**src/rtl/window_fetch_ctrl.sv**
```systemverilog
// Raster-scan read sequencer for the interleaved tile RAM, with credit-based issue and a FWFT
// window FIFO. Define WFC_COORD_EN to add win_y/win_x coordinate outputs.
module window_fetch_ctrl #(
  parameter int unsigned I_WIDTH    = 2,
  parameter int unsigned T_WIDTH    = 32,
  parameter int unsigned D_SIZE     = 16,
  parameter int unsigned STRIDE     = 1,
  parameter int unsigned READ_LAT   = 3,
  parameter int unsigned FIFO_DEPTH = 4
) (
  input  logic                              clk,
  input  logic                              rst_n,
  input  logic                              start,
  output logic                              busy,
  output logic                              done,
  output logic                              ram_re,
  output logic [$clog2(T_WIDTH)-1:0]        ram_addr_y,
  output logic [$clog2(T_WIDTH)-1:0]        ram_addr_x,
  input  logic [I_WIDTH*I_WIDTH*D_SIZE-1:0] ram_dout,
  output logic [I_WIDTH*I_WIDTH*D_SIZE-1:0] win_data,
  output logic                              win_valid,
  input  logic                              win_ready,
`ifdef WFC_COORD_EN
  output logic [$clog2(T_WIDTH)-1:0]        win_y,
  output logic [$clog2(T_WIDTH)-1:0]        win_x,
`endif
  output logic                              win_last
);

  localparam int unsigned T_LOG  = $clog2(T_WIDTH);
  localparam int unsigned W_DATA = I_WIDTH * I_WIDTH * D_SIZE;
  localparam int unsigned N_POS  = (T_WIDTH - I_WIDTH) / STRIDE + 1;
  // The issue cycle is the first of the READ_LAT cycles, so READ_LAT >= 2 is required.
  localparam int unsigned PIPE   = READ_LAT - 1;
  localparam int unsigned PTR_W  = (FIFO_DEPTH > 1) ? $clog2(FIFO_DEPTH) : 1;
  localparam int unsigned CNT_W  = $clog2(FIFO_DEPTH + 1);
`ifdef WFC_COORD_EN
  localparam int unsigned TAG_W  = 1 + 2 * T_LOG;
`else
  localparam int unsigned TAG_W  = 1;
`endif
  localparam int unsigned ENT_W  = TAG_W + W_DATA;

  localparam logic [T_LOG-1:0] MaxPos  = T_LOG'((N_POS - 1) * STRIDE);
  localparam logic [T_LOG-1:0] Step    = T_LOG'(STRIDE);
  localparam logic [CNT_W-1:0] Depth   = CNT_W'(FIFO_DEPTH);
  localparam logic [PTR_W-1:0] LastPtr = PTR_W'(FIFO_DEPTH - 1);

  typedef enum logic [1:0] {StIdle, StIssue, StDrain} state_e;

  state_e             state_q, state_d;
  logic [T_LOG-1:0]   y_q, y_d, x_q, x_d;
  logic [CNT_W-1:0]   inflight_q, inflight_d, fifo_cnt_q, fifo_cnt_d;
  logic [PTR_W-1:0]   wr_ptr_q, wr_ptr_d, rd_ptr_q, rd_ptr_d;
  logic [PIPE-1:0]    pipe_vld_q, pipe_vld_d;
  logic [TAG_W-1:0]   pipe_tag_q [PIPE];
  logic [TAG_W-1:0]   pipe_tag_d [PIPE];
  logic [ENT_W-1:0]   mem_q [FIFO_DEPTH];
  logic [TAG_W-1:0]   issue_tag;
  logic [ENT_W-1:0]   head;
  logic [CNT_W:0]     outstanding;
  logic               fifo_wr, fifo_rd;

  // Credit covers both buffered windows and reads still inside the RAM.
  assign outstanding = {1'b0, fifo_cnt_q} + {1'b0, inflight_q};
  assign ram_re      = (state_q == StIssue) && (outstanding < {1'b0, Depth});
  assign ram_addr_y  = y_q;
  assign ram_addr_x  = x_q;
  assign busy        = (state_q != StIdle);

  always_comb begin
    issue_tag    = '0;
    issue_tag[0] = (y_q == MaxPos) && (x_q == MaxPos);
`ifdef WFC_COORD_EN
    issue_tag[TAG_W-1:1] = {y_q, x_q};
`endif
  end

  always_comb begin
    state_d = state_q;
    y_d     = y_q;
    x_d     = x_q;
    done    = 1'b0;
    unique case (state_q)
      StIdle: begin
        if (start) begin
          state_d = StIssue;
          y_d     = '0;
          x_d     = '0;
        end
      end
      StIssue: begin
        if (ram_re) begin
          if (x_q == MaxPos) begin
            x_d = '0;
            if (y_q == MaxPos) begin
              y_d     = '0;
              state_d = StDrain;
            end else begin
              y_d = y_q + Step;
            end
          end else begin
            x_d = x_q + Step;
          end
        end
      end
      StDrain: begin
        // Every read was issued, so an empty pipe and FIFO means the last window has left.
        if ((inflight_q == '0) && (fifo_cnt_q == '0)) begin
          done    = 1'b1;
          state_d = StIdle;
        end
      end
      default: state_d = StIdle;
    endcase
  end

  always_comb begin
    pipe_vld_d    = pipe_vld_q;
    pipe_vld_d[0] = ram_re;
    pipe_tag_d[0] = issue_tag;
    for (int i = 1; i < PIPE; i++) begin
      pipe_vld_d[i] = pipe_vld_q[i-1];
      pipe_tag_d[i] = pipe_tag_q[i-1];
    end
  end

  assign fifo_wr   = pipe_vld_q[PIPE-1];
  assign win_valid = (fifo_cnt_q != '0);
  assign fifo_rd   = win_valid && win_ready;

  always_comb begin
    wr_ptr_d   = wr_ptr_q;
    rd_ptr_d   = rd_ptr_q;
    fifo_cnt_d = fifo_cnt_q;
    inflight_d = inflight_q;
    if (fifo_wr) wr_ptr_d = (wr_ptr_q == LastPtr) ? '0 : wr_ptr_q + 1'b1;
    if (fifo_rd) rd_ptr_d = (rd_ptr_q == LastPtr) ? '0 : rd_ptr_q + 1'b1;
    if (fifo_wr && !fifo_rd)      fifo_cnt_d = fifo_cnt_q + 1'b1;
    else if (!fifo_wr && fifo_rd) fifo_cnt_d = fifo_cnt_q - 1'b1;
    if (ram_re && !fifo_wr)       inflight_d = inflight_q + 1'b1;
    else if (!ram_re && fifo_wr)  inflight_d = inflight_q - 1'b1;
  end

  assign head     = mem_q[rd_ptr_q];
  assign win_data = head[W_DATA-1:0];
  assign win_last = win_valid && head[W_DATA];
`ifdef WFC_COORD_EN
  assign win_x    = head[W_DATA+1 +: T_LOG];
  assign win_y    = head[W_DATA+1+T_LOG +: T_LOG];
`endif

  always_ff @(posedge clk or negedge rst_n) begin
    if (!rst_n) begin
      state_q    <= StIdle;
      y_q        <= '0;
      x_q        <= '0;
      inflight_q <= '0;
      fifo_cnt_q <= '0;
      wr_ptr_q   <= '0;
      rd_ptr_q   <= '0;
      pipe_vld_q <= '0;
      for (int i = 0; i < PIPE; i++) pipe_tag_q[i] <= '0;
      for (int i = 0; i < FIFO_DEPTH; i++) mem_q[i] <= '0;
    end else begin
      state_q    <= state_d;
      y_q        <= y_d;
      x_q        <= x_d;
      inflight_q <= inflight_d;
      fifo_cnt_q <= fifo_cnt_d;
      wr_ptr_q   <= wr_ptr_d;
      rd_ptr_q   <= rd_ptr_d;
      pipe_vld_q <= pipe_vld_d;
      for (int i = 0; i < PIPE; i++) pipe_tag_q[i] <= pipe_tag_d[i];
      if (fifo_wr) mem_q[wr_ptr_q] <= {pipe_tag_q[PIPE-1], ram_dout};
    end
  end

  a_no_overflow: assert property (@(posedge clk) disable iff (!rst_n)
    !(fifo_wr && (fifo_cnt_q == Depth)));

endmodule
```
**config.mk**
```make
export PLATFORM = sky130hd
export DESIGN_NAME = window_fetch_ctrl
export DESIGN_NICKNAME = d
export VERILOG_FILES = /design/src/rtl/window_fetch_ctrl.sv
export SDC_FILE = /design/constraint.sdc
export NUM_CORES = 1
export LEC_CHECK = 0
export ABC_AREA = 1
export CORE_MARGIN = 2
export CORE_UTILIZATION = 40
export DETAILED_ROUTE_END_ITERATION = 8
export GPL_TIMING_DRIVEN = 0
export PLACE_DENSITY = 0.56
export SLEW_MARGIN = 10
export SYNTH_ARGS = -nofsm -noshare
export SYNTH_HDL_FRONTEND = slang
export SYNTH_SLANG_ARGS = --single-unit
```
**constraint.sdc**
```tcl
create_clock -name clk -period 3.65 [get_ports clk]
set_clock_uncertainty 0.15 [all_clocks]
set_input_delay 1.095 -clock clk [delete_from_list [all_inputs] [get_ports clk]]
set_output_delay 1.095 -clock clk [all_outputs]
set_load 0.02 [all_outputs]
```
==> flow_summary.yaml, run 1 <==
final_layout:
  final_cell_area_um2: 15700
  area_growth_pct: 24.4
  fillers: 3078
  diodes: 0
  nNetsFinal: 1714
  drive_above_1_share_pct: 9.50
pwr:
  max-vdd-ir-drop_mv: 0.400
  power_frac_comb_pct: 43.5
  power.internal_uw: 9300
  p_per_area_nw_per_um2: 1000
  p_clk_share_pct: 21.2
  leakagePower_uw: 0.00743
  power_frac_seq_pct: 35.3
  swShare_pct: 40.8
  switching_power_uw: 6410
critical_path:
  worstPathMaxFanout: 10
  slowest_delay_ns: 0.42
  start_kind: "flop"
  crit_chain: "buf_4 > inv_2 > buf_6 > buf_4 > nor2_1 > o22ai_1 > clkdlybuf4s15_1"
  criticalPathCategory: "reg2out"
  end_kind: "primary output"
  r2r_slack_ns: 1.06
  reg2reg_depth: 10
  cp_common_cell: "buf_4"
  arrival_ns: 2.33
  cp_slowest_cell: "dfrtp_2"
  r2r-end: "inflight_q[2]"
  critPathRequiredTime_ns: 2.40
  r2r-start: "inflight_q[1]"
clocking:
  cts_tree: "done"
  holdBufCountCts: 0
  clkSinkCount: 286
  htree_levels: 2
  worst_skew_pair.late_latency_ns: 0.51
  cts_made_buffers: 34
  clkSlewWorstSetupHoldPaths_ns: 0.06
  root_buffer: "clkbuf_16"
  cts_buffer_depth: 3
route:
  vias: 10692
  routed_via_density: 5.20
  first_pass_iters: 5
  top_layer: "met4"
  ant_nets: 0
  first_iter_violations: 831
  routed_wl_um: 36700
  post_drt_wl_per_cell_um: 17.9
  wl_met3_um: 1770
  route.met2.wl_um: 16700
  route.detailed.drc: 0
  drt-met1-wl_um: 17500
timing:
  fin_crit_ns: 3.58
  worst_pin_slew_ns: 0.739
  hold_violations: 0
  rsz0062_at_grt: "false"
  report.final.slew_viol_count: 0
  setup_viol: 0
  relSlewSlack_pct: 50.7
  finalCritPeriodShare_pct: 98.1
  worst_slack_ns: 0.0710
  max_freq_mhz: 279
synthesis:
  synth.largest_area_cell: "dfrtp_1"
  yosys_warnings: 0
  syn-num-nets: 1528
  syn-mean-instance-area_um2: 8.73
  ys_ff_latch: 286
  synth_cell_types: 30
  netlist.area_leader.share_pct: 56.8
  synthesis.area_um2: 12600
  syn_inst: 1445
  synth_sequential_area_ratio_pct: 56.8
  synth_area_leaders: "dfrtp_1 57%, o21ai_0 15%, nand2_1 8.9%, nor2_1 4.4%, o22ai_1 3.2%"
placement:
  hpwl_um: 23700
  io_buffers: 146
  pre_cts_slack_ns: -0.105
  placed_cell_area_um2: 14600
  gp_congestion: 0.777
floorplan:
  die_w_um: 182
  initial_core_util_pct: 40.3
  dieArea_um2: 33000
  rows: 65
  fp.dieH_um: 182
  ios: 147
  coreArea_um2: 31300
outcome:
  status: "finished clean"
grt:
  grt_pass1_wl_um: 58900
  grt_max_degree: 107
  antenna_found_initial: 0
  grt_use_total_pct: 22.6
  grt_pass1_vias: 10350
  overflow: 0
min_path:
  hold_class: "reg2reg"
  min-delay-start: "pipe_vld_q[0]"
  holdPathStages: 0
  min_to: "pipe_vld_q[1]"
flow_run:
  drv_cap: 0
kinds of logic (layout without fill, tap and decap cells):
family	count (synthesis)	count (layout)	synth area share (%)
fa+ha+maj	15	15	1.61
buf+inv	185	393	6.40
mux	2	2	0.179
flops	286	286	56.8
compound gates	465	465	19.2
xor+xnor	7	7	0.486
simple gates	485	485	15.4
cells in the mapped netlist (all sizes together):
library cell / count
ha: 13
dfrtp: 286
o21ai: 396
buf: 50
nor2: 150
xor2: 3
nand3: 23
clkbuf: 51
nand4: 6
mux2: 2
nand3b: 2
xnor2: 4
nand2: 301
bufinv: 1
o22ai: 64
inv: 83
a21oi: 5
nor3: 3
fa: 2
worst max-delay path by stage:
stage                            from      endpoint  slack, ns  depth (start not counted)
final                     rd_ptr_q[0]  win_data[30]       0.07                          7
after global placement          rst_n    mem_q[113]     -11.62                          1
after global routing      rd_ptr_q[0]   win_data[2]    0.00005                          7
after detailed placement  rd_ptr_q[0]   win_data[3]      -0.10                          6
after floorplan           rd_ptr_q[0]   win_data[0]       1.07                          6
after CTS                 rd_ptr_q[0]   win_data[3]      0.004                          7
layout by cell type (no fill, tap or decap), drive strengths merged:
master / Yosys / routed
mux2: 2 / 2
o22ai: 64 / 64
nand3b: 2 / 2
clkbuf: 51 / 115
nor3: 3 / 3
nand2: 301 / 301
clkdlybuf4s15: 0 / 12
bufinv: 1 / 2
fa: 2 / 2
nor2: 150 / 150
buf: 50 / 55
a21oi: 5 / 5
inv: 83 / 83
dlygate4sd2: 0 / 42
nand3: 23 / 23
o21ai: 396 / 396
dfrtp: 286 / 286
clkinv: 0 / 5
ha: 13 / 13
nand4: 6 / 6
xor2: 3 / 3
clkdlybuf4s50: 0 / 79
xnor2: 4 / 4
final cells by class:
class / instances / area (um^2) / share of cell area [%]
Tap cell: 402 / 503 / 3.21
Clock buffer: 52 / 1040 / 6.64
Buffer: 101 / 510 / 3.25
Timing Repair Buffer: 150 / 1430 / 9.10
Sequential cell: 286 / 7160 / 45.6
Inverter: 84 / 334 / 2.13
Multi-Input combinational cell: 974 / 4660 / 29.7
Clock inverter: 6 / 55.1 / 0.351
worst max-delay path: cells and delay by family (launching register included):
kind | cells | cell delay, ns
compound gates | 1 | 0.26
buf+inv | 5 | 1.07
flops | 1 | 0.42
simple gates | 1 | 0.07
sequential cells by signal, summed over array words and instances, names as in the netlist:
signal	count
state_q	2
ram_addr_x	5
fifo_cnt_q	3
pipe_tag_q	1
rd_ptr_q	2
pipe_tag_d	1
mem_q	260
wr_ptr_q	2
pipe_vld_q	2
inflight_q	3
ram_addr_y	5
per-stage QoR:
| stage | setup TNS (ns) | hold WS, ns | power, uW | utilization (%) | std cells |
|---|---|---|---|---|---|
| after global placement | -3313.58 | 0.183 | 12700 | 46.5 | 1993 |
| after global routing | 0 | 0.208 | 16900 | 50.1 | 2055 |
| final | 0 | 0.202 | 15700 | 50.1 | 2055 |
| after detailed placement | -1.02 | 0.188 | 12800 | 46.7 | 1995 |
| after floorplan | 0 | 0.181 | 9850 | - | 1445 |
| after CTS | 0 | 0.204 | 15800 | 50.2 | 2055 |
repair_timing:
action / 4_1_cts / 5_1_grt
gates resized for setup: 97 / 41
endpoints found under the setup margin: 66 / 27
gates cloned: 0 / 0
pin swaps: 0 / 0
buffers inserted: 2 / 0
power groups by stage:
stage / clock network [uW] / logic (uW) / registers, uW
2_1_floorplan: 0 / 4450 / 5400
3_3_place_gp: 0 / 7170 / 5570
3_5_place_dp: 0 / 7250 / 5580
4_1_cts: 3410 / 6890 / 5530
5_1_grt: 3540 / 7650 / 5750
6_report: 3330 / 6830 / 5550
per-layer routing:
metal	GRT usage, %	vias to the layer above
met5	0	-
met4	5.72	0
met3	3.13	58
met2	35.3	275
met1	33.1	5193
li1	-	5166
Note: power is estimated with default switching activity, not from simulation.
==> run 2: changes to the inputs <==
Settings changed: CTS_CLUSTER_SIZE set to 16, SLEW_MARGIN 10 to unset.
==> flow_summary.yaml, run 2 (same netlist as run 1, synthesis figures left out) <==
critical_path:
  r2r-start: "inflight_q[1]"
  reg2reg_depth: 10
  end_kind: "primary output"
  criticalPathCategory: "reg2out"
  crit_start: "rd_ptr_q[0]"
  arrival_ns: 2.33
  r2r-end: "inflight_q[2]"
  critPathRequiredTime_ns: 2.40
  r2r_slack_ns: 1.10
  worstPathMaxFanout: 10
  start_kind: "flop"
clocking:
  htree_levels: 2
  cts_buffer_depth: 3
  cts_made_buffers: 34
  holdBufCountCts: 0
  clkSlewWorstSetupHoldPaths_ns: 0.06
  clkSinkCount: 286
  cts_tree: "done"
  root_buffer: "clkbuf_16"
  worst_skew_pair.late_latency_ns: 0.51
flow_run:
  drv_cap: 0
pwr:
  p_clk_share_pct: 20.9
  power.total_uw: 15700
  power_frac_seq_pct: 35.3
  switching_power_uw: 6450
  max-vdd-ir-drop_mv: 0.419
  p_per_area_nw_per_um2: 1000
  power.internal_uw: 9280
  leakagePower_uw: 0.00743
  swShare_pct: 41.0
  power_frac_comb_pct: 43.8
timing:
  holdWs_ns: 0.201
  setup_viol: 0
  max_freq_mhz: 280
  report.final.slew_viol_count: 0
  relSlewSlack_pct: 59.4
  worst_slack_ns: 0.0733
  finalCritPeriodShare_pct: 98.0
  rsz0062_at_grt: "true"
  worst_pin_slew_ns: 0.608
  fin_crit_ns: 3.58
  hold_violations: 0
min_path:
  min_to: "pipe_tag_q[0]"
  min-delay-start: "pipe_tag_d[0]"
  hold_class: "reg2reg"
  holdPathStages: 0
floorplan:
  dieArea_um2: 33000
  ios: 147
  die_w_um: 182
  rows: 65
  fp.dieH_um: 182
  initial_core_util_pct: 40.3
  coreArea_um2: 31300
grt:
  antenna_found_initial: 0
  grt_pass1_wl_um: 58800
  grt_use_total_pct: 22.6
  grt_max_degree: 121
  grt_pass1_vias: 10400
  overflow: 0
final_layout:
  drive_above_1_share_pct: 10.3
  largest_reg_flops: 260
  layout_commonest_cell: "o21ai_0"
  nNetsFinal: 1714
  top_register: "mem_q"
  area_growth_pct: 24.6
  diodes: 0
  mostFrequentLayoutCells: "367 x o21ai_0, 298 x nand2_1, 285 x dfrtp_1"
route:
  vias: 10718
  route.detailed.drc: 0
  routed_via_density: 5.21
  ant_nets: 0
  post_drt_wl_per_cell_um: 17.9
  first_pass_iters: 5
  first_iter_violations: 724
  routed_wl_um: 36800
outcome:
  status: "finished clean"
placement:
  gp_congestion: 0.777
  hpwl_um: 23800
  io_buffers: 146
  pre_cts_slack_ns: -0.107
## run 2: cell count changes in the layout (fill, tap and decap cells not counted), moves of 2 or more
cell             before  now
buf_2                39   41
clkbuf_1             40   45
clkdlybuf4s15_1       9    6
clkdlybuf4s15_2       3   10
dlygate4sd2_1        42   35
o22ai_1              63   58
o22ai_2               1    6
## run 2: routing by layer
layer	vias to the layer above	share of wire (%)	GRT usage [%]
met5	-	0	0
met4	0	1.7	5.30
met3	55	5.1	3.31
met2	315	46	35.9
met1	5181	47	32.7
li1	5167	-	-
## run 2: how the worst max path moves through the flow
stage	to	slack, ns	depth (start not counted)
after floorplan	win_data[0]	1.07	6
after global placement	mem_q[113]	-11.62	1
after detailed placement	win_data[3]	-0.11	6
after CTS	win_data[3]	0.004	7
after global routing	win_data[59]	-0.01	7
final	win_data[22]	0.07	7
## run 2: metrics by stage
| stage | instances | utilization (%) | setup TNS, ns | instance area, um^2 |
|---|---|---|---|---|
| 2_1_floorplan | 1445 | - | 0 | 12600 |
| 3_3_place_gp | 1993 | 46.5 | -3313.58 | 14600 |
| 3_5_place_dp | 1995 | 46.7 | -0.696 | 14600 |
| 4_1_cts | 2058 | 50.3 | 0 | 15700 |
| 5_1_grt | 2058 | 50.2 | -0.0268 | 15700 |
| 6_report | 2058 | 50.2 | 0 | 15700 |
## run 2: worst max-delay path, cell delays in order, from the launching register on
cell,delay (ns)
dfrtp_2,0.42
buf_4,0.20
inv_2,0.12
buf_6,0.19
buf_4,0.22
nor2_1,0.06
o22ai_1,0.25
clkdlybuf4s15_1,0.35
## run 2: cell type report
| cell class | instances | area (um^2) |
|---|---|---|
| multi-input combinational | 974 | 4690 |
| timing repair buffer | 150 | 1430 |
| clock inverter | 5 | 25.0 |
| inverter | 84 | 334 |
| buffer | 101 | 510 |
| fill | 3085 | 15600 |
| clock buffer | 56 | 1060 |
| sequential | 286 | 7160 |
| tap | 402 | 503 |
## run 2: what timing repair did
item | in CTS | in global routing
buffers inserted | 2 | 0
gates resized for setup | 118 | 42
pin swaps | 0 | 0
setup endpoints to repair | 66 | 29
## run 2: power by group through the flow
stage / clock [uW] / combinational (uW) / sequential, uW
final: 3280 / 6900 / 5560
after global routing: 3500 / 7700 / 5750
after CTS: 3360 / 6970 / 5540
after detailed placement: 0 / 7250 / 5590
after global placement: 0 / 7170 / 5570
after floorplan: 0 / 4450 / 5400
==> run 3: changes to the inputs <==
Settings changed: SLEW_MARGIN set to 20.
==> flow_summary.yaml, run 3 (same netlist as run 1, synthesis figures left out) <==
pwr:
  power.total_uw: 15700
  max-vdd-ir-drop_mv: 0.401
  power.internal_uw: 9300
  power_frac_seq_pct: 35.3
  swShare_pct: 40.9
  leakagePower_uw: 0.00745
  p_clk_share_pct: 21.0
  p_per_area_nw_per_um2: 999
  power_frac_comb_pct: 43.7
  switching_power_uw: 6430
clocking:
  cts_buffer_depth: 3
  clkSinkCount: 286
  clkSlewWorstSetupHoldPaths_ns: 0.06
  worst_skew_pair.late_latency_ns: 0.51
  root_buffer: "clkbuf_16"
  cts_tree: "done"
  cts_made_buffers: 34
  htree_levels: 2
floorplan:
  fp.dieH_um: 182
  ios: 147
  coreArea_um2: 31300
  initial_core_util_pct: 40.3
  die_w_um: 182
  dieArea_um2: 33000
  rows: 65
final_layout:
  layout_commonest_cell: "o21ai_0"
  largest_reg_flops: 260
  diodes: 0
  area_growth_pct: 24.9
  final_cell_area_um2: 15700
  drive_above_1_share_pct: 9.85
  top_register: "mem_q"
  mostFrequentLayoutCells: "367 x o21ai_0, 298 x nand2_1, 285 x dfrtp_1"
  multiInputGateArea_um2: 4690
  seq_area_um2: 7160
  nNetsFinal: 1715
  fillers: 3078
placement:
  gp_congestion: 0.777
  pre_cts_slack_ns: -0.101
  io_buffers: 146
  placed_cell_area_um2: 14700
  hpwl_um: 23800
grt:
  grt_pass1_wl_um: 59000
  grt_pass1_vias: 10462
  grt_use_total_pct: 22.7
  grt_max_degree: 96
  overflow: 0
  antenna_found_initial: 0
route:
  route.detailed.drc: 0
  vias: 10730
  first_pass_iters: 5
  ant_nets: 0
  routed_wl_um: 36700
  first_iter_violations: 890
  post_drt_wl_per_cell_um: 17.9
  routed_via_density: 5.22
critical_path:
  cp_common_cell: "buf_4"
  criticalPathCategory: "reg2out"
  arrival_ns: 2.35
  r2r-start: "fifo_cnt_q[1]"
  crit_end: "win_data[30]"
  crit_chain: "buf_4 > inv_2 > buf_6 > buf_4 > nor2_1 > o22ai_1 > clkdlybuf4s15_1"
  r2r-end: "inflight_q[2]"
  worstPathMaxFanout: 10
  start_kind: "flop"
  crit_start: "rd_ptr_q[0]"
  slowest_delay_ns: 0.42
  critPathRequiredTime_ns: 2.40
  cp_slowest_cell: "dfrtp_2"
  r2r_slack_ns: 1.05
  reg2reg_depth: 10
  end_kind: "primary output"
timing:
  max_freq_mhz: 278
  fin_crit_ns: 3.59
  rsz0062_at_grt: "false"
  report.final.slew_viol_count: 0
  hold_violations: 0
  worst_slack_ns: 0.0590
  holdWs_ns: 0.198
  relSlewSlack_pct: 59.7
  setup_viol: 0
  worst_pin_slew_ns: 0.605
  finalCritPeriodShare_pct: 98.4
min_path:
  hold_class: "reg2reg"
  holdPathStages: 0
outcome:
  status: "finished clean"
flow_run:
  drv_cap: 0
run 3: worst min-delay path by stage:
stage / start / to / slack, ns
after global routing: pipe_tag_d[0] / pipe_tag_q[0] / 0.22
after global placement: pipe_vld_q[0] / pipe_vld_q[1] / 0.18
final: pipe_tag_d[0] / pipe_tag_q[0] / 0.20
after detailed placement: pipe_tag_d[0] / pipe_tag_q[0] / 0.18
after floorplan: pipe_tag_d[0] / pipe_tag_q[0] / 0.18
after CTS: pipe_tag_d[0] / pipe_tag_q[0] / 0.20
run 3: worst max-delay path, delay by kind of cell, from the launching register on:
kind	cells	cell delay [ns]
AO/OA/AOI/OAI	1	0.26
AND/OR/NAND/NOR	1	0.06
buffers and inverters	5	1.07
flip-flops	1	0.42
run 3: power groups by stage:
stage               Combinational (uW)  Clock, uW  Sequential, uW
global placement                  7170          0            5570
CTS                               6940       3400            5540
finish                            6870       3300            5550
global route                      7720       3510            5750
floorplan                         4450          0            5400
detailed placement                7260          0            5590
run 3: layout make-up:
cell class                 instances  area share (%)
timing repair buffer             151            9.28
inverter                          84            2.12
clock inverter                     4           0.143
clock buffer                      55            6.82
buffer                           101            3.24
tap                              402            3.19
sequential                       286            45.5
multi-input combinational        974            29.8
run 3: timing repair:
item / in CTS / in global routing
buffers inserted: 2 / 0
hold buffers: 0 / 0
endpoints found under the setup margin: 66 / 26
gates resized for setup: 105 / 37
run 3: stage by stage:
step                setup TNS [ns]  utilization [%]  std cells
global route                     0             50.3       2057
finish                           0             50.3       2057
detailed placement          -0.635             46.8       1996
global placement          -3313.58             46.5       1993
floorplan                        0                -       1445
CTS                              0             50.3       2057
run 3: routing by layer:
metal | global-route usage, % | up-vias | part of all wire, %
met5 | 0 | - | 0
met4 | 5.04 | 0 | 1.4
met3 | 3.19 | 44 | 5.1
met2 | 35.7 | 301 | 46
met1 | 33.4 | 5207 | 48
li1 | - | 5178 | -
